==> src/rtl/map_ss_engine.sv <==
// Save-state sequencer: streams the mapper register window out (SAVE)
// or writes host bytes back into it across M2 falling edges (LOAD).
module map_ss_engine #(
    parameter int SS_LEN  = 128,
    parameter int M2_SYNC = 2,
    parameter int M2_TMO  = 4095
) (
    input  logic       clk,
    input  logic       rst_n,
    input  logic       m2,
    input  logic       cmd_save,
    input  logic       cmd_load,
    input  logic       abort,
    output logic       busy,
    output logic       done,
    output logic       fault,
    output logic       ss_act,
    output logic [7:0] ss_addr,
    output logic       ss_we,
    output logic [7:0] ss_wdat,
    input  logic [7:0] ss_rdat,
    output logic [7:0] rd_dat,
    output logic       rd_valid,
    input  logic       rd_ready,
    input  logic [7:0] wr_dat,
    input  logic       wr_valid,
    output logic       wr_ready
);

    localparam logic [7:0] LAST = 8'(SS_LEN - 1);
    localparam int TW = $clog2(M2_TMO + 1);

    typedef enum logic [2:0] {
        IDLE, S_SET, S_CAP, S_PUSH, L_GET, L_ARM, L_HOLD, FIN
    } state_t;

    state_t              state_q;
    logic [M2_SYNC-1:0]  m2_sync_q;
    logic                m2_prev_q;
    logic [TW-1:0]       tmr_q;
    logic                busy_q, done_q, fault_q, ss_act_q, ss_we_q;
    logic                rd_valid_q, wr_ready_q;
    logic [7:0]          ss_addr_q, ss_wdat_q, rd_dat_q;
    logic                m2_fall;
    logic                is_last;

    assign m2_fall = m2_prev_q & ~m2_sync_q[M2_SYNC-1];
    assign is_last = (ss_addr_q == LAST);

    always_ff @(posedge clk or negedge rst_n) begin
        if (!rst_n) begin
            m2_sync_q <= '0;
            m2_prev_q <= 1'b0;
        end else begin
            m2_sync_q <= {m2_sync_q[M2_SYNC-2:0], m2};
            m2_prev_q <= m2_sync_q[M2_SYNC-1];
        end
    end

    always_ff @(posedge clk or negedge rst_n) begin
        if (!rst_n) begin
            state_q    <= IDLE;
            tmr_q      <= '0;
            busy_q     <= 1'b0;
            done_q     <= 1'b0;
            fault_q    <= 1'b0;
            ss_act_q   <= 1'b0;
            ss_we_q    <= 1'b0;
            rd_valid_q <= 1'b0;
            wr_ready_q <= 1'b0;
            ss_addr_q  <= '0;
            ss_wdat_q  <= '0;
            rd_dat_q   <= '0;
        end else if (abort) begin
            state_q    <= IDLE;
            tmr_q      <= '0;
            busy_q     <= 1'b0;
            done_q     <= 1'b0;
            ss_act_q   <= 1'b0;
            ss_we_q    <= 1'b0;
            rd_valid_q <= 1'b0;
            wr_ready_q <= 1'b0;
            ss_addr_q  <= '0;
            ss_wdat_q  <= '0;
            rd_dat_q   <= '0;
        end else begin
            done_q <= 1'b0;
            unique case (state_q)
                IDLE: begin
                    if (cmd_save || cmd_load) begin
                        busy_q    <= 1'b1;
                        ss_act_q  <= 1'b1;
                        ss_addr_q <= '0;
                        fault_q   <= 1'b0;
                        if (cmd_save) begin
                            state_q <= S_SET;
                        end else begin
                            state_q    <= L_GET;
                            wr_ready_q <= 1'b1;
                        end
                    end
                end
                S_SET: state_q <= S_CAP;
                S_CAP: begin
                    rd_dat_q   <= ss_rdat;
                    rd_valid_q <= 1'b1;
                    state_q    <= S_PUSH;
                end
                S_PUSH: begin
                    if (rd_ready) begin
                        rd_valid_q <= 1'b0;
                        if (is_last) begin
                            ss_act_q <= 1'b0;
                            done_q   <= 1'b1;
                            state_q  <= FIN;
                        end else begin
                            ss_addr_q <= ss_addr_q + 8'd1;
                            state_q   <= S_SET;
                        end
                    end
                end
                L_GET: begin
                    if (wr_valid) begin
                        ss_wdat_q  <= wr_dat;
                        wr_ready_q <= 1'b0;
                        ss_we_q    <= 1'b1;
                        tmr_q      <= '0;
                        state_q    <= L_ARM;
                    end
                end
                L_ARM: begin
                    // Only accept a fall that happened after ss_we rose;
                    // earlier ones are still draining out of the synchronizer.
                    if (m2_fall && tmr_q > TW'(M2_SYNC)) begin
                        tmr_q   <= '0;
                        state_q <= L_HOLD;
                    end else if (tmr_q == TW'(M2_TMO - 1)) begin
                        fault_q  <= 1'b1;
                        ss_we_q  <= 1'b0;
                        ss_act_q <= 1'b0;
                        state_q  <= FIN;
                    end else begin
                        tmr_q <= tmr_q + TW'(1);
                    end
                end
                L_HOLD: begin
                    if (tmr_q == TW'(1)) begin
                        ss_we_q <= 1'b0;
                        if (is_last) begin
                            ss_act_q <= 1'b0;
                            done_q   <= 1'b1;
                            state_q  <= FIN;
                        end else begin
                            ss_addr_q  <= ss_addr_q + 8'd1;
                            wr_ready_q <= 1'b1;
                            state_q    <= L_GET;
                        end
                    end else begin
                        tmr_q <= tmr_q + TW'(1);
                    end
                end
                FIN: begin
                    busy_q  <= 1'b0;
                    state_q <= IDLE;
                end
            endcase
        end
    end

    assign busy     = busy_q;
    assign done     = done_q;
    assign fault    = fault_q;
    assign ss_act   = ss_act_q;
    assign ss_addr  = ss_addr_q;
    assign ss_we    = ss_we_q;
    assign ss_wdat  = ss_wdat_q;
    assign rd_dat   = rd_dat_q;
    assign rd_valid = rd_valid_q;
    assign wr_ready = wr_ready_q;

endmodule

==> config.mk <==
export PLATFORM = sky130hd
export DESIGN_NAME = map_ss_engine
export DESIGN_NICKNAME = d
export VERILOG_FILES = /design/src/rtl/map_ss_engine.sv
export SDC_FILE = /design/constraint.sdc
export NUM_CORES = 1
export LEC_CHECK = 0
export ABC_AREA = 1
export BUFFER_PORTS_ARGS = -buffer_cell sky130_fd_sc_hd__buf_2
export CORE_ASPECT_RATIO = 0.7
export CORE_MARGIN = 4
export CORE_UTILIZATION = 30
export DETAILED_ROUTE_END_ITERATION = 7
export MAX_ROUTING_LAYER = met4
export PLACE_DENSITY = 0.5
export SLEW_MARGIN = 20
export SYNTH_ARGS = -nofsm -noshare
export SYNTH_HDL_FRONTEND = slang
export SYNTH_SLANG_ARGS = --single-unit
==> constraint.sdc <==
create_clock -name clk -period 1.8 [get_ports clk]
set_input_delay 0.09 -clock clk [delete_from_list [all_inputs] [get_ports clk]]
set_output_delay 0.09 -clock clk [all_outputs]
set_load 0.02 [all_outputs]
==> metrics.md <==
| Metric | Value |
|---|---|
| Outcome | `complete, no violations` |
| Drt total wl | `8160 µm` |
| Nets | `526` |
| Antenna-violating nets left | `0` |
| Core Util, Final | `38.2%` |
| First-pass GRT wire length | `about 14000 µm` |
| Share of power burned in registers | `38.6%` |
| DR DRC count | `0` |
| Tot GR Track Use | `about 15%` |
| Hold Path Class | `in -> reg` |
| Detailed placement HPWL | `roughly 6200 µm` |
| Slew @ Worst Pin | `between 0.5 and 0.6 ns` |
| Drt wl/cell | `about 13 µm` |
| Die Ht | `roughly 91 µm` |
| Core area | `0.00968 mm²` |
| Fillers | `between 1000 and 1500` |
| Final slew viol count | `0` |
| Combinational share of power | `36.3%` |
| Area grow syn2layout | `23.9%` |
| Hold slack | `0.0348 ns` |
| Initial antenna violation count | `0` |
| Sw power | `approximately 1.4 mW` |
| Synthesized net count | `457` |
| Crit Path Class | `reg -> reg` |
| Total CTS buffers | `5` |
| Period utilization | `around 92%` |
| Slowest cell on crit path | `dfrtp_1` |
| CTS Root Buffer Type | `clkbuf_16` |
| Max Fclk | `601 MHz` |
| FF+latch count, synth | `49` |
| CP endpoint kind | `flop` |
| I/O pin cnt | `55` |
| P_int | `around 2.2 mW` |
| CP max stage delay | `0.41 ns` |
| Slew HR | `around 64%` |
| Tot Pwr | `3.62 mW` |
| Area leader, netlist | `dfrtp_1` |
| CP cell instances | `ha_1 -> nand3_1 -> inv_1 -> nand4_2 -> o21ai_4 -> nor2_4 -> nand2_1 -> o21ai_1` |
| Clk buf depth | `2` |
| Pwr/cell area | `978 mW/mm²` |
| Sw Share | `between 30% and 40%` |
| CP startpoint kind | `flop` |
| Synth Flop Type | `dfrtp_1` |
| Vias in the first global route | `~2900` |
| Peak supply drop | `0.000449 V` |
| Average vias per placed instance | `4.71` |
| Clock power share | `25.1%` |
| Syn Area/Cell | `6.96 µm²` |
| Ys async rst share | `100%` |
| Cells after Synth | `429` |
| DRT iter0 DRCs | `173` |
| CP Max Fanout | `7` |
| CP arrival | `1.83 ns` |
| Ant diodes | `0` |
| MaxCap Viol Count | `0` |
| Placed insts | `between 600 and 700` |
| Clock Pin Slew Worst Setup and Hold Paths | `0.06 ns` |
| Worst path required time | `1.97 ns` |
| Pin count of the biggest net entering global routing | `25` |
| Final setup viols | `0` |
| Initial core utilization | `30.8%` |
| CTS Sinks | `49` |
| Vias after detailed routing | `roughly 2900` |
| Yosys top cell area share | `between 40% and 50%` |
| Final Critical Period | `1.66 ns` |
| 1st-pass router iterations | `4` |
| Static Leak | `2.03 nW` |
| Worst-skew pair later-pin latency | `0.29 ns` |
| Top-count cell post-synth | `nand2_1` |
| GRT Residual Overflow | `0` |
| Post-Syn Area | `0.00299 mm²` |
| Non-Filler Instances | `626` |
| GP Congestion | `0.889` |
| Total die area | `0.0116 mm²` |
| Die W | `between 100 and 150 µm` |
| Syn. warnings | `0` |
| H-Tree Depth | `2` |
| CTS tree | `done` |
| Ranking of synthesized cells by area | `dfrtp_1 41%, nand2_1 16%, nand3_1 9.9%` |
| PortBufs | `54` |
| Share of layout cells above drive strength 1 | `22.5%` |
| Hold Vio Cnt, Final | `0` |
| Num rows | `30` |
| Most frequent cells after synthesis | `126 x nand2_1, 60 x inv_1, 59 x nand3_1` |
| TNS Setup | `0 ns` |
| Netlist cell types | `33` |
| Clk_skew | `0.00639 ns` |
| Register area share after synthesis | `41.1%` |
| Post-synth EDFFs | `0` |
per-layer routing:
metal | vias to the layer above | part of all wire, % | track usage, % | routed length [µm]
met5 | - | 0 | - | 0
met4 | 0 | 0.21 | 2.59 | 17
met3 | 4 | 8.8 | 4.29 | 719
met2 | 110 | 40 | 20.1 | 3260
met1 | 1337 | 51 | 22.8 | 4170
li1 | 1498 | - | - | -
layout make-up:
| type | count | area, µm² | share of cell area, % |
|---|---|---|---|
| inverters | 64 | 243 | 6.56 |
| clock buffers | 5 | 125 | 3.38 |
| well taps | 128 | 160 | 4.33 |
| flip-flops and latches | 49 | 1230 | 33.2 |
| repair buffers | 74 | 425 | 11.5 |
| multi-input cells | 304 | 1500 | 40.6 |
| clock inverters | 2 | 16.3 | 0.439 |
cell usage in the layout, fill, tap and decap left out, types with 3 or more instances in the layout:
master,n
nand2_1,125
inv_1,59
nand3_1,57
buf_2,54
dfrtp_1,46
nor2_1,34
o21ai_0,25
buf_4,18
nand4_1,10
nor2_2,8
nor3_1,6
o21ai_1,5
clkbuf_16,5
inv_2,4
nand2_2,4
nand3_2,4
ha_1,4
xor2_1,3
dfrtp_2,3
flip-flops by register name, indices dropped and copies added (netlist names):
name and flops:
rd_valid 1, ss_we 1, busy 1, wr_ready 1
rd_dat 8, ss_wdat 8, ss_act 1, tmr_q 12
fault 1, state_q 3, m2_sync_q 2, done 1
m2_prev_q 1, ss_addr 8
power by group through the flow:
| stage | combinational, mW | sequential, mW | clock (mW) |
|---|---|---|---|
| floorplan | 0.731 | 1.53 | 0 |
| detailed placement | 1.25 | 1.41 | 0 |
| CTS | 1.25 | 1.39 | 0.944 |
| global route | 1.46 | 1.42 | 0.993 |
| finish | 1.31 | 1.40 | 0.909 |
| global placement | 1.25 | 1.41 | 0 |
final timing paths:
kind | from | to | slack, ns | cells after the start
worst min-delay path | wr_dat[7] | ss_wdat[7] | 0.03 | 3
worst max register to register | ss_addr[0] | ss_addr[6] | 0.14 | 8
min in group asynchronous | rst_n | rd_dat[3] | 0.32 | 2
worst min register to register | m2_sync_q[0] | m2_sync_q[1] | 0.35 | 0
worst max-delay path | ss_addr[0] | ss_addr[6] | 0.14 | 8
max in group asynchronous | rst_n | ss_addr[5] | 0.82 | 3
stage by stage:
step                area (µm²)  setup WS, ns
detailed placement        3480        0.0165
global route              3700      -0.00140
global placement          3480         0.130
floorplan                 2990         0.198
finish                    3700         0.136
CTS                       3640       0.00262
logic make-up after synthesis:
kind of cell,synth area share (%)
DFF,41.1
and+or+nand+nor,37.5
muxes,0.335
adders and majority gates,1.68
AOI/OAI and AO/OA,7.50
xor gates and xnor gates,1.47
buffers and inverters,10.5
worst max-delay path, delay by kind of cell (launching register included):
family / cells / cell delay (ns)
compound gates: 2 / 0.22
fa+ha+maj: 1 / 0.24
buf+inv: 1 / 0.16
flops: 1 / 0.41
simple gates: 4 / 0.51
repair_timing:
item	CTS	global route
gates resized for setup	0	16
buffers inserted	0	0
setup endpoints to repair	0	24
hold endpoints to repair	23	0
hold buffers	2	0
Note: power is estimated with default switching activity, not from simulation.
